[src/rtl/regfile_debug_master_if.sv]
// Host request/response channel between a debug host and regfile_debug_master.
//   req_*  : host -> controller request (valid/ready), write flag, address, write data
//   rsp_*  : controller -> host response (valid/ready), read data, error flag
// master modport is the host side, slave modport is the controller side.
interface regfile_debug_master_if #(
   parameter int unsigned XLEN   = 32,
   parameter int unsigned ADDR_W = 5
);
   logic              req_valid;
   logic              req_ready;
   logic              req_write;
   logic [ADDR_W-1:0] req_addr;
   logic [XLEN-1:0]   req_wdata;
   logic              rsp_valid;
   logic              rsp_ready;
   logic [XLEN-1:0]   rsp_rdata;
   logic              rsp_err;

   modport master (
      output req_valid, req_write, req_addr, req_wdata, rsp_ready,
      input  req_ready, rsp_valid, rsp_rdata, rsp_err
   );

   modport slave (
      input  req_valid, req_write, req_addr, req_wdata, rsp_ready,
      output req_ready, rsp_valid, rsp_rdata, rsp_err
   );
endinterface

[src/rtl/regfile_debug_master.sv]
// Debug-side initiator for the register file: executes single host reads/writes
// while the core is halted and runs a hardware sweep that zeroes x1..x(NUM_REGS-1).
// Ports:
//   clk, rst_n     : clock, asynchronous active-low reset
//   core_halted    : accepts (requests and clears) only start while high
//   clear_start    : one-cycle pulse starting the clear sweep (wins over a request)
//   host           : request/response channel (slave side)
//   busy           : controller not idle
//   rf_write_en/rf_rd_addr/rf_write_data : register-file write port
//   rf_rs1_addr/rf_rs1_data              : register-file rs1 read port (combinational)
module regfile_debug_master #(
   parameter int unsigned XLEN     = 32,
   parameter int unsigned NUM_REGS = 32,
   parameter int unsigned ADDR_W   = 5
) (
   input  logic              clk,
   input  logic              rst_n,
   input  logic              core_halted,
   input  logic              clear_start,
   regfile_debug_master_if.slave host,
   output logic              busy,
   output logic              rf_write_en,
   output logic [ADDR_W-1:0] rf_rd_addr,
   output logic [XLEN-1:0]   rf_write_data,
   output logic [ADDR_W-1:0] rf_rs1_addr,
   input  logic [XLEN-1:0]   rf_rs1_data
);

   localparam logic [ADDR_W-1:0] FIRST_ADDR = ADDR_W'(1);
   localparam logic [ADDR_W-1:0] LAST_ADDR  = ADDR_W'(NUM_REGS - 1);

   typedef enum logic [1:0] {IDLE, EXEC, RESP, CLEAR} state_t;

   state_t            state, state_nxt;
   logic [ADDR_W-1:0] cnt, cnt_nxt;
   logic              wr_q, wr_nxt;
   logic [ADDR_W-1:0] addr_q, addr_nxt;

   logic              busy_nxt;
   logic              we_nxt;
   logic [ADDR_W-1:0] rd_addr_nxt;
   logic [XLEN-1:0]   wdata_nxt;
   logic [ADDR_W-1:0] rs1_addr_nxt;
   logic              rsp_valid_q, rsp_valid_nxt;
   logic [XLEN-1:0]   rsp_rdata_q, rsp_rdata_nxt;
   logic              rsp_err_q, rsp_err_nxt;
   logic              req_ready_c;

   // Accept window; gated by rst_n so it is low while reset is held.
   assign req_ready_c    = rst_n && (state == IDLE) && core_halted && !clear_start;
   assign host.req_ready = req_ready_c;
   assign host.rsp_valid = rsp_valid_q;
   assign host.rsp_rdata = rsp_rdata_q;
   assign host.rsp_err   = rsp_err_q;

   // Next state and next values of all registered outputs.
   always_comb begin
      state_nxt     = state;
      cnt_nxt       = cnt;
      wr_nxt        = wr_q;
      addr_nxt      = addr_q;
      we_nxt        = 1'b0;
      rd_addr_nxt   = '0;
      wdata_nxt     = '0;
      rs1_addr_nxt  = '0;
      rsp_valid_nxt = 1'b0;
      rsp_rdata_nxt = '0;
      rsp_err_nxt   = 1'b0;

      unique case (state)
         IDLE: begin
            if (core_halted && clear_start) begin
               state_nxt   = CLEAR;
               cnt_nxt     = FIRST_ADDR;
               we_nxt      = 1'b1;
               rd_addr_nxt = FIRST_ADDR;
            end else if (host.req_valid && req_ready_c) begin
               state_nxt = EXEC;
               wr_nxt    = host.req_write;
               addr_nxt  = host.req_addr;
               // Set up the EXEC-cycle port drive now so it is registered.
               if (host.req_write && (host.req_addr != '0)) begin
                  we_nxt      = 1'b1;
                  rd_addr_nxt = host.req_addr;
                  wdata_nxt   = host.req_wdata;
               end else if (!host.req_write) begin
                  rs1_addr_nxt = host.req_addr;
               end
            end
         end
         EXEC: begin
            state_nxt     = RESP;
            rsp_valid_nxt = 1'b1;
            rsp_err_nxt   = wr_q && (addr_q == '0);
            rsp_rdata_nxt = (!wr_q && (addr_q != '0)) ? rf_rs1_data : '0;
         end
         RESP: begin
            if (host.rsp_ready) begin
               state_nxt = IDLE;
            end else begin
               rsp_valid_nxt = 1'b1;
               rsp_rdata_nxt = rsp_rdata_q;
               rsp_err_nxt   = rsp_err_q;
            end
         end
         CLEAR: begin
            // Counter stops at the last register; address 0 is never issued.
            if (cnt == LAST_ADDR) begin
               state_nxt = IDLE;
            end else begin
               cnt_nxt     = cnt + FIRST_ADDR;
               we_nxt      = 1'b1;
               rd_addr_nxt = cnt + FIRST_ADDR;
            end
         end
         default: state_nxt = IDLE;
      endcase

      busy_nxt = (state_nxt != IDLE);
   end

   // State and registered outputs, all cleared asynchronously.
   always_ff @(posedge clk or negedge rst_n) begin
      if (!rst_n) begin
         state         <= IDLE;
         cnt           <= '0;
         wr_q          <= 1'b0;
         addr_q        <= '0;
         busy          <= 1'b0;
         rf_write_en   <= 1'b0;
         rf_rd_addr    <= '0;
         rf_write_data <= '0;
         rf_rs1_addr   <= '0;
         rsp_valid_q   <= 1'b0;
         rsp_rdata_q   <= '0;
         rsp_err_q     <= 1'b0;
      end else begin
         state         <= state_nxt;
         cnt           <= cnt_nxt;
         wr_q          <= wr_nxt;
         addr_q        <= addr_nxt;
         busy          <= busy_nxt;
         rf_write_en   <= we_nxt;
         rf_rd_addr    <= rd_addr_nxt;
         rf_write_data <= wdata_nxt;
         rf_rs1_addr   <= rs1_addr_nxt;
         rsp_valid_q   <= rsp_valid_nxt;
         rsp_rdata_q   <= rsp_rdata_nxt;
         rsp_err_q     <= rsp_err_nxt;
      end
   end

endmodule
[src/flat_wrapper.sv]
// flat-port wrapper written by rule: the top's interface ports become plain ports
module regfile_debug_master_flat 
#(
   parameter int unsigned XLEN     = 32,
   parameter int unsigned NUM_REGS = 32,
   parameter int unsigned ADDR_W   = 5
)
  (clk, rst_n, core_halted, clear_start, busy, rf_write_en, rf_rd_addr, rf_write_data, rf_rs1_addr, rf_rs1_data, host_req_valid, host_req_write, host_req_addr, host_req_wdata, host_rsp_ready, host_req_ready, host_rsp_valid, host_rsp_rdata, host_rsp_err);
  regfile_debug_master_if #(.XLEN(XLEN), .ADDR_W(ADDR_W)) host_i ();
  input  logic clk;
  input  logic rst_n;
  input  logic core_halted;
  input  logic clear_start;
  output logic busy;
  output logic rf_write_en;
  output logic [ADDR_W-1:0] rf_rd_addr;
  output logic [XLEN-1:0] rf_write_data;
  output logic [ADDR_W-1:0] rf_rs1_addr;
  input  logic [XLEN-1:0] rf_rs1_data;
  input wire logic [$bits(host_i.req_valid)-1:0] host_req_valid;
  input wire logic [$bits(host_i.req_write)-1:0] host_req_write;
  input wire logic [$bits(host_i.req_addr)-1:0] host_req_addr;
  input wire logic [$bits(host_i.req_wdata)-1:0] host_req_wdata;
  input wire logic [$bits(host_i.rsp_ready)-1:0] host_rsp_ready;
  output wire logic [$bits(host_i.req_ready)-1:0] host_req_ready;
  output wire logic [$bits(host_i.rsp_valid)-1:0] host_rsp_valid;
  output wire logic [$bits(host_i.rsp_rdata)-1:0] host_rsp_rdata;
  output wire logic [$bits(host_i.rsp_err)-1:0] host_rsp_err;
  assign host_i.req_valid = host_req_valid;
  assign host_i.req_write = host_req_write;
  assign host_i.req_addr = host_req_addr;
  assign host_i.req_wdata = host_req_wdata;
  assign host_i.rsp_ready = host_rsp_ready;
  assign host_req_ready = host_i.req_ready;
  assign host_rsp_valid = host_i.rsp_valid;
  assign host_rsp_rdata = host_i.rsp_rdata;
  assign host_rsp_err = host_i.rsp_err;
  regfile_debug_master #(.XLEN(XLEN), .NUM_REGS(NUM_REGS), .ADDR_W(ADDR_W)) u_core (.clk(clk), .rst_n(rst_n), .core_halted(core_halted), .clear_start(clear_start), .host(host_i), .busy(busy), .rf_write_en(rf_write_en), .rf_rd_addr(rf_rd_addr), .rf_write_data(rf_write_data), .rf_rs1_addr(rf_rs1_addr), .rf_rs1_data(rf_rs1_data));
endmodule
[config.mk]
export PLATFORM = sky130hd
export DESIGN_NAME = regfile_debug_master_flat
export DESIGN_NICKNAME = d
export VERILOG_FILES = /design/src/rtl/regfile_debug_master_if.sv /design/src/rtl/regfile_debug_master.sv /design/src/flat_wrapper.sv
export SDC_FILE = /design/constraint.sdc
export NUM_CORES = 1
export LEC_CHECK = 0
export ABC_AREA = 1
export BUFFER_PORTS_ARGS = -buffer_cell sky130_fd_sc_hd__buf_2
export CAP_MARGIN = 20
export CORE_UTILIZATION = 47
export CTS_CLUSTER_SIZE = 10
export DETAILED_ROUTE_END_ITERATION = 10
export GPL_ROUTABILITY_DRIVEN = 0
export MAX_ROUTING_LAYER = met4
export PLACE_DENSITY = 0.79
export RECOVER_POWER = 100
export SLEW_MARGIN = 20
export SYNTH_ARGS = -nofsm -noshare
export SYNTH_HDL_FRONTEND = slang
export SYNTH_SLANG_ARGS = --single-unit
[constraint.sdc]
create_clock -name clk -period 1.7 [get_ports clk]
set_input_delay 0 -clock clk [delete_from_list [all_inputs] [get_ports clk]]
set_output_delay 0 -clock clk [all_outputs]
set_load 0.01 [all_outputs]
Word-level counts from Yosys, hierarchy flattened
Cells that the tools add are included.

$add $sub $neg: 1. Equal/unequal tests: 7. Multiplexer cells: 34. Bitwise gates (word level): 1. Reductions and logical operators: 18.

Operator list (count): two-way mux 32 bit (6); case mux 32 bit (2 select lines) (1); two-way mux 5 bit (11); case mux 5 bit (2 select lines) (2); nonzero test 5 bit (2); logical AND 1 bit (8); two-way mux 2 bit (4); case mux 2 bit (4 select lines) (1); two-way mux 1 bit (6); inequality test 2 bit, second input constant (3); case mux 1 bit (2 select lines) (3); AND reduction 3 bit (2); adder 5 x 1 -> 5 bit, second input constant (1); == test 5 bit, second input constant (1); logical NOT 5 bit (1); == test 2 bit, second input constant (2); nonzero test 2 bit (2); == test 2 x 1 -> 1 bit, second input constant (1); logical NOT 1 bit (2); logical NOT 2 bit (1); inverter 1 bit (1).

Bits in registers: 91. Bits of input ports: 76. Output and inout bits: 79. Word-level logic and storage cells: 73.

Logic depth before layout (Yosys ltp)
Depth in word-level cells: 9. Mapped depth: 9. Depth with buffers taken out: 9.

Worst setup path before layout
Ideal clock, no wire load.

Path kind: reg-to-reg. Start: reg u_core.state[0]. End: reg u_core.rsp_rdata_q[13] (netlist: u_core.host.rsp_rdata[13]). Setup time: 0.133 ns. Arrival: 1.450 ns. Data required time: 1.567 ns. Path slack: 0.117 ns. Stages on the path, launching flop included: 9. Path buffers: 1. Clock period less this slack: 1.583 ns. Cells stage by stage: dfrtp_1 > inv_1 > ha_1 > inv_1 > nor2_1 > inv_2 > clkbuf_1 > nand3_1 > o21ai_0.

Cells in the longest elaborated chain, start to end: 2. Elaborated cells on any way between the ends: 4. Those cells by class: eq/ne: 3; mux: 1.

Ends and longest elaborated chain: from (decl) (RTL line regfile_debug_master.sv:34) `state_t state, state_nxt;`; from (signal assigned) (RTL line regfile_debug_master.sv:138) `state <= state_nxt;`; == test 2 bit / == test 2 x 1 -> 1 bit (equally long branches) (RTL line regfile_debug_master.sv:70) `unique case (state)`; case mux 32 bit (2 select lines) / inequality test 2 bit (equally long branches); to (signal assigned) (RTL line regfile_debug_master.sv:148) `rsp_rdata_q <= rsp_rdata_nxt;`; to (decl) (RTL line regfile_debug_master.sv:45) `logic [XLEN-1:0] rsp_rdata_q, rsp_rdata_nxt;`.

Several ways; a longest one is shown, not always the timed one. A chain may end at the register's enable or synchronous reset.

Worst setup path in the final report
Start: reg u_core.cnt[1]. End: reg u_core.busy.

Cells in the longest elaborated chain, start to end: 4.

Ends and longest elaborated chain: from (decl) (RTL line regfile_debug_master.sv:35) `logic [ADDR_W-1:0] cnt, cnt_nxt;`; from (signal assigned) (RTL line regfile_debug_master.sv:139) `cnt <= cnt_nxt;`; == test 5 bit (RTL line regfile_debug_master.sv:108) `if (cnt == LAST_ADDR) begin`; two-way mux 2 bit (RTL line regfile_debug_master.sv:108); case mux 2 bit (4 select lines) (RTL line regfile_debug_master.sv:70); nonzero test 2 bit (RTL line regfile_debug_master.sv:119) `busy_nxt = (state_nxt != IDLE);`; net u_core.busy_nxt (RTL line regfile_debug_master.sv:39) `logic busy_nxt;`; to (signal assigned) (RTL line regfile_debug_master.sv:142) `busy <= busy_nxt;`; to (decl) (RTL line regfile_debug_master.sv:21) `output logic busy,`.

The timed path passes the listed nets, and every way through them passes these cells.

==> reports/results.ini <==
[status]
status = completed

[placed_design]
place_inst = 629
io_buffers = 154
dp_hpwl_um = 6070
pre_cts_ws_ps = -14.8

[die]
die_y_um = 89.4
start_util_pct = 48.9
core_mm2 = 0.00733
rows = 31
io_pins = 155
die_area_mm2 = 0.00799
dieWidth_um = 89.4

[critical_path]
startpoint = u_core.cnt[1]
startpoint_type = flip-flop
crit_fanout = 6
crit_path_end_kind = flip-flop
crit_required_ps = 1930
crit_arrival_ps = 1870
worstSetupPathType = flip-flop to flip-flop
timing.rr.start = u_core.cnt[1]

[cts]
h-tree-depth = 3
clkSlewWorstSetupHoldPaths_ps = 90
cts-buffers-inserted = 9
insertion_delay_ps = 350
clockBufferDepth = 2
cts_tree = built
numClockSinks = 91
clockRootBuffer = clkbuf_8

[synthesis]
synthArstFlopShare_pct = 100
ys_ff_latch = 91
synth_flop_cell = dfrtp_1
synth_area_mm2 = 0.00359
yosysTopAreaCellShare_pct = 63.5
netlist-cell-type-count = 21
synth.most_common_cell = dfrtp_1
synth_commonest_cells = dfrtp_1 (91), nand2_1 (72), inv_1 (47)
yosys_warnings = 0
synthTopCellsByArea = dfrtp_1 (63%), nand2_1 (7.5%), nand3_1 (5.2%)
ys_seq_area_share_pct = 63.5
synth_edf_count = 0
syn_area_per_cell_um2 = 9.42
synth_nets = 464
yosysTopAreaCell = dfrtp_1
syn_inst = 381

[drt]
drcViolationCount = 0
vias_per_cell = 4.92
drtIter0Drc = 179
wl_per_cell_um = 14.8
wl_um = 10600
first_pass_iters = 6
ant_nets = 0
vias = 3545

[grt]
use_met1_pct = 31.1
grt_pass1_wl_um = 15700
grt_pass1_vias = 3357
busiest_layer = met2
grt.total_usage_pct = 27.6
gr-total-overflow = 0
grt_use_met3_pct = 7.39
grt_max_degree = 92
gr-usage-met2_pct = 46.6
antenna_found_initial = 0

[finish]
n_fill_cell = 534
syn_to_final_growth_pct = 50.6
nNetsFinal = 699
drive_gt1_share_pct = 18.5
stdcell_count = 720
antenna_cells = 0

[sta]
setup_viol = 0
relSlewSlack_pct = 21.1
fin_crit_sh_pct = 96.5
tightest_slew_ps = 1180
finalHoldViolCount = 0
layout_setup_ws_ps = 59.2
fmax_mhz = 609
hold_slack_ps = 150
tns_ps = 0
slew_violations = 0
fin_skew_ps = 11.0
min_period_ps = 1640

[power]
cellLeakagePower_nw = 2.71
irDropWorstVdd_v = 0.000592
power_density_mw_per_mm2 = 1100
total_power_mw = 5.97

[hold_path]
min_path_type = input port to flip-flop
min_from = core_halted

[run]
drv_cap = 0

registers in the layout, summed over array words and instances (netlist names):
register               flops
u_core.host.rsp_valid      1
u_core.busy                1
u_core.wr_q                1
u_core.host.rsp_err        1
u_core.rf_rs1_addr         5
u_core.cnt                 5
u_core.rf_write_en         1
u_core.host.rsp_rdata     32
u_core.rf_write_data      32
u_core.addr_q              5
u_core.state               2
u_core.rf_rd_addr          5
layout make-up:
| cell class | instances | area (um2) | area share [%] |
|---|---|---|---|
| Clock buffer | 10 | 138 | 2.55 |
| Clock inverter | 6 | 77.6 | 1.44 |
| Inverter | 48 | 180 | 3.34 |
| Multi-Input combinational cell | 224 | 1070 | 19.9 |
| Sequential cell | 91 | 2280 | 42.2 |
| Tap cell | 99 | 124 | 2.29 |
| Timing Repair Buffer | 242 | 1530 | 28.4 |
where the power goes:
| part | internal (mW) | switching, mW | leakage [nW] |
|---|---|---|---|
| Clock | 0.751 | 0.798 | 0.107 |
| Sequential | 2.41 | 0.125 | 1.24 |
| Combinational | 0.711 | 1.17 | 1.36 |
per-layer routing:
| metal | share of wire (%) | wire, um |
|---|---|---|
| met5 | 0 | 0 |
| met4 | 2.3 | 242 |
| met3 | 8.4 | 896 |
| met2 | 49 | 5180 |
| met1 | 41 | 4310 |
placed cells by master, fill, tap and decap left out, types with 2 or more instances in the layout:
cell type       n
ha_1            5
nand4_1         2
o21ai_0        29
clkbuf_8       10
nand3_1        38
inv_1          46
buf_4          12
ha_2            2
nand2_1        72
inv_2           2
o21ai_1        12
buf_2          74
inv_6           2
clkbuf_1       80
buf_6           2
nor2_1         44
dlygate4sd3_1  72
dfrtp_1        91
a21oi_1        11
inv_8           2
logic make-up (layout without fill, tap and decap cells):
kind of cell / after synthesis / in the layout / synth area share, %
adder cells (fa/ha/maj): 7 / 7 / 2.44
buffers and inverters: 66 / 306 / 7.12
flip-flops: 91 / 91 / 63.5
AO/OA/AOI/OAI: 56 / 56 / 8.02
AND/OR/NAND/NOR: 161 / 161 / 18.9
critical path, stage by stage (launching register included):
cell	delay (ps)
dfrtp_1	390
ha_2	210
nand2_1	60
nor2_1	100
ha_2	220
nor2_2	60
inv_2	100
a21oi_1	90
o31ai_2	230
nand2_1	80
through the flow:
| stage | utilization [%] | area, um2 |
|---|---|---|
| 2_1_floorplan | - | 3590 |
| 3_3_place_gp | 61.9 | 4530 |
| 3_5_place_dp | 61.9 | 4530 |
| 4_1_cts | 74.7 | 5480 |
| 5_1_grt | 73.7 | 5400 |
| 6_report | 73.7 | 5400 |
path summary, 6_finish.rpt:
path                            cells after the start  slack (ps)                        to
worst max-delay path                                9          60               u_core.busy
worst min-delay path                                5         150      u_core.rf_rd_addr[0]
worst max register to register                      9          60               u_core.busy
worst min register to register                      2         490  u_core.host.rsp_rdata[4]
max in group asynchronous                           3         300       u_core.host.rsp_err
min in group asynchronous                           3         670  u_core.host.rsp_rdata[8]
repair_timing:
item / 4_1_cts / 5_1_grt
endpoints found under the setup margin: 2 / 66
resized for setup: 1 / 14
pin swaps: 0 / 2
hold buffers: 72 / 0
hold endpoints to repair: 172 / 0
setup buffers: 0 / 3
Note: power is estimated with default switching activity, not from simulation.
